$ cat config.mk
export PLATFORM = sky130hd
export DESIGN_NAME = csa_tree_pipe
export DESIGN_NICKNAME = d
export VERILOG_FILES = /design/src/rtl/csa_pkg.sv /design/src/rtl/csa_3to2.sv /design/src/rtl/csa_tree_pipe.sv
export SDC_FILE = /design/constraint.sdc
export NUM_CORES = 1
export LEC_CHECK = 0
export CORE_MARGIN = 2
export CORE_UTILIZATION = 55
export DETAILED_ROUTE_END_ITERATION = 7
export HOLD_SLACK_MARGIN = 0.03
export PLACE_DENSITY = 0.8
export SLEW_MARGIN = 30
export SYNTH_ARGS = -nofsm -noshare
export SYNTH_HDL_FRONTEND = slang
export SYNTH_SLANG_ARGS = --single-unit
$ cat constraint.sdc
create_clock -name clk -period 5.95 [get_ports clk]
set_clock_uncertainty 0.15 [all_clocks]
set_input_delay 0.8925 -clock clk [delete_from_list [all_inputs] [get_ports clk]]
set_output_delay 0.8925 -clock clk [all_outputs]
set_load 0.02 [all_outputs]
$ cat src/rtl/csa_pkg.sv
// Shared helpers for the carry-save tree: level/row counting and result width.
package csa_pkg;

    function automatic int clog2(input int n);
        int r = 0;
        while ((1 << r) < n) r++;
        return r;
    endfunction

    // Rows remaining after one 3:2 level: each triple becomes two, leftovers pass.
    function automatic int csa_next(input int r);
        return 2 * (r / 3) + (r % 3);
    endfunction

    function automatic int csa_rows(input int n, input int lvl);
        int r = n;
        for (int i = 0; i < lvl; i++) r = csa_next(r);
        return r;
    endfunction

    function automatic int csa_levels(input int n);
        int r = n;
        int l = 0;
        while (r > 2) begin
            r = csa_next(r);
            l++;
        end
        return l;
    endfunction

    function automatic int csa_out_w(input int n, input int w);
        return w + clog2(n);
    endfunction

endpackage

$ cat src/rtl/csa_3to2.sv
// One row of full adders: three operands in, sum and shifted carry out.
module csa_3to2 #(
    parameter int W = 8
) (
    input  logic [W-1:0] a,
    input  logic [W-1:0] b,
    input  logic [W-1:0] c,
    output logic [W-1:0] sum,
    output logic [W-1:0] carry
);
    assign sum   = a ^ b ^ c;
    assign carry = ((a & b) | (a & c) | (b & c)) << 1;
endmodule

$ cat src/rtl/csa_tree_pipe.sv
// Pipelined carry-save adder tree with a registered final carry-propagate add.
// Define CSA_TREE_AVG_ROUND_EN to output the rounded average (sum >> AVG_SHIFT).
module csa_tree_pipe
    import csa_pkg::*;
#(
    parameter int N_IN      = 8,
    parameter int W         = 8,
    parameter int AVG_SHIFT = 3
) (
    input  logic                             clk,
    input  logic                             rst,
    input  logic [N_IN*W-1:0]                in_data,
    input  logic                             in_valid,
    output logic                             in_ready,
    output logic [csa_out_w(N_IN, W)-1:0]    out_data,
    output logic                             out_valid,
    input  logic                             out_ready
);
    localparam int OUT_W = csa_out_w(N_IN, W);
`ifdef CSA_TREE_AVG_ROUND_EN
    localparam int R0 = N_IN + 1;
    localparam int RW = OUT_W + 1;
`else
    localparam int R0 = N_IN;
    localparam int RW = OUT_W;
`endif
    localparam int NL  = csa_levels(R0);
    localparam int LAT = NL + 1;

    logic              adv;
    logic [LAT:1]      vld_pipe;
    logic [R0-1:0][RW-1:0] rows0;
    logic [RW-1:0]     cpa;
    logic [OUT_W-1:0]  out_nx;

    // Whole pipe moves in lockstep; it only stalls when a valid result is held.
    assign adv       = out_ready | ~out_valid;
    assign in_ready  = adv;
    assign out_valid = vld_pipe[LAT];

    for (genvar k = 0; k < N_IN; k++) begin : g_in
        assign rows0[k] = RW'(in_data[k*W +: W]);
    end
`ifdef CSA_TREE_AVG_ROUND_EN
    assign rows0[N_IN] = RW'((2 ** AVG_SHIFT) / 2);
`endif

    always_ff @(posedge clk) begin
        if (rst)
            vld_pipe <= '0;
        else if (adv)
            vld_pipe <= {vld_pipe[LAT-1:1], in_valid & in_ready};
    end

    for (genvar l = 0; l < NL; l++) begin : g_lvl
        localparam int RI = csa_rows(R0, l);
        localparam int RO = csa_rows(R0, l + 1);
        localparam int NT = RI / 3;
        localparam int NP = RI - 3 * NT;

        logic [RI-1:0][RW-1:0] din;
        logic [RO-1:0][RW-1:0] dnx;
        logic [RO-1:0][RW-1:0] dq;

        if (l == 0) begin : g_first
            assign din = rows0;
        end else begin : g_next
            assign din = g_lvl[l-1].dq;
        end

        for (genvar t = 0; t < NT; t++) begin : g_fa
            csa_3to2 #(.W(RW)) u_csa (
                .a     (din[3*t]),
                .b     (din[3*t+1]),
                .c     (din[3*t+2]),
                .sum   (dnx[2*t]),
                .carry (dnx[2*t+1])
            );
        end

        for (genvar j = 0; j < NP; j++) begin : g_pass
            assign dnx[2*NT+j] = din[3*NT+j];
        end

        always_ff @(posedge clk) begin
            if (rst)
                dq <= '0;
            else if (adv)
                dq <= dnx;
        end
    end

    assign cpa = g_lvl[NL-1].dq[0] + g_lvl[NL-1].dq[1];
`ifdef CSA_TREE_AVG_ROUND_EN
    assign out_nx = OUT_W'(cpa >> AVG_SHIFT);
`else
    assign out_nx = cpa;
`endif

    always_ff @(posedge clk) begin
        if (rst)
            out_data <= '0;
        else if (adv)
            out_data <= out_nx;
    end

endmodule
# == Word-level counts from Yosys, hierarchy flattened ==
# Index checks and enable logic that the tools add are counted.
# op_classes
add_sub_neg,1
bitwise_logic,45
# ops
op,count
OR 10 bit,12
bitwise AND 10 bit,9
XOR 11 bit,6
bitwise AND 8 bit,7
XOR 11 x 8 -> 11 bit,4
bitwise AND 10 x 8 -> 10 bit,2
XOR 8 bit,2
adder 11 bit,1
bitwise AND 1 bit,1
NOT 1 bit,1
OR 1 bit,1
# totals
register_bits,168
elab_cells,63
in_bits,68

# == Logic depth before layout (Yosys ltp) ==
# Gate-level depths: netlist of the first run.
# logic_depth
word_depth,3
mapped_depth,7

# == Hierarchy ==
# From an unflattened synthesis of the first run, not the netlist that was laid out.
# unflattened
hier_cells,899
area_unflattened_um2,7840.0
# modules_own_cells
module,instances,cells_each,seq_area_each_um2,area_per_inst_um2
csa_tree_pipe,1,821,3503.4,6428.7
csa_3to2,6,13,0.0,235.2

# == Worst setup path after synthesis of the first run ==
# No wires, ideal clock.
# synth_timing
path_type,input-to-output
startpoint,in out_ready
endpoint,out in_ready
arrival_time_ns,1.399
required_time_ns,4.908
path_buffers,2
path_slack_ns,3.508
cell_stages,4
cell_sequence,nor2b_1 -> buf_4 -> inv_4 -> buf_2
# synth_between
elab_chain_len,1
# synth_lines
item,line_no,text
from (decl),csa_tree_pipe.sv:17,input logic out_ready
OR 1 bit,csa_tree_pipe.sv:37,assign adv = out_ready | ~out_valid;
to (decl),csa_tree_pipe.sv:14,"output logic in_ready,"
# Every way passes these cells.

# == Worst setup path after layout of the first run ==
# Ends and elaborated chain as after synthesis.

==> results of run 1 <==
## sequential cells by signal, summed over array words and instances, names as in the netlist
| name | cells |
|---|---|
| g_lvl.dq | 126 |
| out_data | 11 |
| vld_pipe | 5 |
## routing by layer
metal	share of wire (%)	wire, um	vias up	global-route usage [%]
met3	3.8	479	19	5.28
met4	1.5	192	0	8.41
li1	-	-	2403	-
met2	51	6460	99	38.4
met1	44	5520	2328	28.9
met5	0	0	-	0
## per-stage QoR
step | worst slack [ps] | area (um2)
floorplan | 3510 | 6150
global placement | 2030 | 6930
detailed placement | 2010 | 6930
CTS | 2010 | 7550
global route | 1850 | 7560
finish | 2010 | 7560
## Yosys cell counts (3+ instances only)
| cell | number |
|---|---|
| nand2_1 | 272 |
| clkbuf_1 | 17 |
| nand3_1 | 9 |
| buf_2 | 24 |
| buf_4 | 5 |
| or3_1 | 3 |
| a21oi_1 | 141 |
| ha_1 | 11 |
| dfxtp_1 | 142 |
| nor2_1 | 3 |
| fa_1 | 47 |
| o21ai_0 | 6 |
## cells by family (layout without fill, tap and decap cells)
logic type,after synthesis,after routing,share of synthesized area (%)
and+or+nand+nor,295,295,18.7
AOI/OAI and AO/OA,156,156,13.3
DFF,142,142,46.2
adders and majority gates,58,58,17.5
buffers and inverters,50,117,4.01
xor gates and xnor gates,2,2,0.285
## layout make-up
cell class	instances	area share [%]
multi-input combinational	511	40.7
sequential	142	37.6
timing repair buffer	84	11.0
clock buffer	24	6.49
tap	140	2.32
clock inverter	6	1.72
inverter	3	0.182
## power breakdown
part           internal, mW  switching [mW]  leakage, nW
sequential             1.03          0.0561         1.17
clock                 0.731           0.367        0.307
combinational         0.130           0.127         1.56
## final timing paths
kind | start | end | slack, ps
hold reg to reg | vld_pipe[4] | vld_pipe[4] | 300
hold / removal | vld_pipe[4] | vld_pipe[4] | 300
setup reg to reg | vld_pipe[5] | g_lvl[1].dq[15] | 3560
setup / recovery | out_ready | in_ready | 2010
## worst register-to-register path: stages (launching register included)
cell	delay, ps
dfxtp_1	310
nor2b_4	110
buf_4	300
inv_4	410
buf_6	610
nand2_1	210
a21oi_1	210
==> flow_summary.toml, run 1 <==
[run_status]
status = "completed"

[clock_tree]
clk_pin_slew_worst_paths_ps = 60
hold_buffers = 0
cts_setup_buffers = 0
cts.sink_count = 142
cts-buffers-inserted = 17
clock_latency_ps = 510
root_buffer = "clkbuf_8"
cts_tree = "yes"
htreeDepth = 4
ctsResizeCount = 0
cts_buffer_depth = 2

[timing]
max_slew_margin_pct = 46.7
holdWs_ps = 299
finalSetupTns_ps = 0
fmax_ghz = 0.254
rsz0062_at_grt = "no"
setup_viol = 0
slew_violations = 0
finalHoldViolations = 0
worst_pin_slew_ps = 800
fin_crit_ps = 3940
layout_worst_path_cycle_share_pct = 66.2

[global_routing]
antenna_found_initial = 0
grt-ovfl-total = 0
grt_pass1_vias = 4811
grt_max_degree = 106
track_usage_pct = 22.9
grt_pass1_wl_um = 21400

[hold_path]
hold_path_depth = 2
min_path_type = "flip-flop to flip-flop"

[logic_synthesis]
synth.largest_area_cell = "dfxtp_1"
syn_nets = 829
synth_cell_type_count = 33
async_flop_share_pct = 0
syn_inst = 703
yosysSeqAreaShare_pct = 46.2
ys.flop_type = "dfxtp_1"
synth_edf_count = 0
synth_top_area_share_pct = 46.2
synth-seq-cells = 142
avgSynthCellArea_um2 = 8.75
ys_warn_count = 0
ys_top_cells_by_area = "dfxtp_1 46%, nand2_1 17%, fa_1 15%"
syn-cell-area_mm2 = 0.00615

[detailed_routing]
vias = 4849
ant_nets = 0
via_per_inst = 5.33
drt-wirelength-per-cell_um = 13.9
drtIter0Drc = 346
drc_errors = 0
drtPass1Iterations = 5
routed_wl_um = 12600

[setup_path]
start_kind = "primary input"
crit_arrival_ps = 2900
crit_fanout = 63
cp.depth = 5
end_kind = "output pin"
path_buf_inv = 4
reg2reg_depth = 6
critPathMostFrequentCell = "clkdlybuf4s50_1"
crit_required_ps = 4910
cp_top_family = "buffers and inverters"
cpMaxStageDelayCell = "clkdlybuf4s50_1"
crit_path_max_incr_delay_ps = 620
crit_path_cell_trace = "clkdlybuf4s50_1, nor2b_4, buf_4, inv_4, clkdlybuf4s50_1"
crit_type = "primary input to output pin"

[layout]
fillerInstances = 797
drive_above_1_share_pct = 5.06
nNetsFinal = 885
regArea_mm2 = 0.00284
final_common_cell = "nand2_1"
mostFrequentLayoutCells = "272 x nand2_1, 142 x dfxtp_1, 141 x a21oi_1"
multiInputGateArea_mm2 = 0.00307
utilization_pct = 69.4
finalNonFillerCells = 910
area.growth.synth_to_final_pct = 22.8
insertedDiodeCount = 0

[power]
power.density_mw_per_mm2 = 323
p_leak_nw = 3.03
ir_drop_uv = 277
power_mw = 2.44

[flow_run]
cap_violations = 0

[floorplan]
io_pins = 81
die_height_um = 110
chipWidth_um = 110
num_rows = 38
core_mm2 = 0.0109
dieArea_mm2 = 0.0121
start_util_pct = 56.5

[placement]
place_congestion = 0.777
io_buffers = 80
placed_cells = 880
dp_hpwl_um = 8290
(Power assumes the default switching activity.)
==> run 2: changes to the inputs <==
==> constraint.sdc (replaced) <==
create_clock -name clk -period 4.1 [get_ports clk]
set_clock_uncertainty 0.15 [all_clocks]
set_input_delay 0.615 -clock clk [delete_from_list [all_inputs] [get_ports clk]]
set_output_delay 0.615 -clock clk [all_outputs]
set_load 0.02 [all_outputs]
==> run 2 against run 1 <==
Net effect: first-iteration DRC count up 23%; worst hold slack better by 3.3 ps; core utilization down 0.33 points; register-to-register slack worse by 1900 ps; die area unchanged; sequential power up 45%; largest power group is now registers.
==> flow_summary.toml, run 2 (synthesized netlist as in run 1, its figures left out) <==
[floorplan]
start_util_pct = 56.5
num_rows = 38
chipWidth_um = 110
core_mm2 = 0.0109
dieArea_mm2 = 0.0121
io_pins = 81
die_height_um = 110

[clock_tree]
ctsResizeCount = 0
cts_setup_buffers = 0
clk_pin_slew_worst_paths_ps = 60
htreeDepth = 4
cts_buffer_depth = 2
cts-buffers-inserted = 17
clock_latency_ps = 520
cts_tree = "yes"
hold_buffers = 0
root_buffer = "clkbuf_8"
cts.sink_count = 142

[power]
p_clk_share_pct = 43.6
seq_power_share_pct = 45.6
switching_share_pct = 23.3
ir_drop_uv = 468
power.density_mw_per_mm2 = 459
p_int_mw = 2.65
combPwrFrac_pct = 10.8
p_sw_mw = 0.805
p_leak_nw = 3.01

[detailed_routing]
via_per_inst = 5.31
drtIter0Drc = 426
drt-wirelength-per-cell_um = 14.1
ant_nets = 0
vias = 4835
drc_errors = 0
drtPass1Iterations = 6
routed_wl_um = 12900

[layout]
drive_above_1_share_pct = 4.93
largest-register = "g_lvl.dq"
insertedDiodeCount = 0
mostFrequentLayoutCells = "272 x nand2_1, 142 x dfxtp_1, 141 x a21oi_1"
final_common_cell = "nand2_1"
multiInputGateArea_mm2 = 0.00307
top_regs = "g_lvl.dq (126), out_data (11), vld_pipe (5)"
largest_register_ffs = 126
finalInstanceArea_mm2 = 0.00752
area.growth.synth_to_final_pct = 22.2
regArea_mm2 = 0.00284
fillerInstances = 816
nNetsFinal = 885

[run_status]
status = "completed"

[setup_path]
crit_fanout = 35
critPathMostFrequentCell = "clkdlybuf4s50_1"
cpMaxStageDelayCell = "clkdlybuf4s50_1"
crit_arrival_ps = 2120
crit_required_ps = 3340
crit_path_max_incr_delay_ps = 680
crit_path_cell_trace = "clkdlybuf4s50_1, nor2b_4, inv_4, clkdlybuf4s50_1"
start_kind = "primary input"
end_kind = "output pin"
crit_type = "primary input to output pin"

[timing]
fin_crit_ps = 2890
max_slew_margin_pct = 42.1
slew_violations = 0
setup_viol = 0
fmax_ghz = 0.346
worst_pin_slew_ps = 868
layout_worst_path_cycle_share_pct = 70.4
setup_slack_ps = 1210
finalHoldViolations = 0
finalSetupTns_ps = 0
rsz0062_at_grt = "no"

[global_routing]
antenna_found_initial = 0
grt_max_degree = 111
track_usage_pct = 23.6
grt_pass1_wl_um = 22200
grt_pass1_vias = 4850
grt-ovfl-total = 0

[placement]
dpl_cell_area_mm2 = 0.00693
dp_hpwl_um = 8080
place_worst_setup_slack_ps = 1030
place_congestion = 0.782
io_buffers = 80

[flow_run]
cap_violations = 0

[hold_path]
min_path_type = "flip-flop to flip-flop"
-- run 2: cell type report --
class                   instances  share of cell area, %
multi-input cells             511                   40.9
flip-flops and latches        142                   37.8
repair buffers                 84                   11.1
clock buffers                  24                   6.26
well taps                     140                   2.33
clock inverters                 7                   1.46
inverters                       3                  0.183
-- run 2: routing by layer --
layer / wire length, um / share of wire (%) / track usage (%) / vias to the layer above
met4: 209 / 1.6 / 7.05 / 0
met5: 0 / 0 / 0 / -
li1: - / - / - / 2397
met2: 6560 / 51 / 39.1 / 88
met1: 5670 / 44 / 30.5 / 2331
met3: 446 / 3.5 / 6.11 / 19
-- run 2: power by group through the flow --
stage | clock network [mW] | registers [mW] | logic (mW)
final | 1.51 | 1.57 | 0.372
after global placement | 0 | 1.60 | 0.358
after detailed placement | 0 | 1.60 | 0.365
after CTS | 1.52 | 1.57 | 0.374
after global routing | 1.59 | 1.59 | 0.431
after floorplan | 0 | 1.59 | 0.211
-- run 2: path summary, 6_finish.rpt --
kind                        start         endpoint  slack (ps)  depth (start not counted)
setup reg to reg      vld_pipe[5]  g_lvl[0].dq[23]        1700                          5
hold / removal    g_lvl[0].dq[19]   g_lvl[1].dq[8]         300                          2
setup / recovery        out_ready         in_ready        1210                          4
hold reg to reg   g_lvl[0].dq[19]   g_lvl[1].dq[8]         300                          2
-- run 2: worst max-delay path, delay by kind of cell --
kind / cells / cell delay, ps
AND/OR/NAND/NOR: 1 / 60
buffers and inverters: 3 / 1440
-- run 2: stage by stage --
stage	utilization, %	instances	total power, mW	hold WS [ps]
floorplan	-	703	1.80	282
detailed placement	63.7	880	1.97	295
global placement	63.7	880	1.96	290
global route	69.1	911	3.61	322
finish	69.1	911	3.45	302
CTS	69.0	911	3.47	303
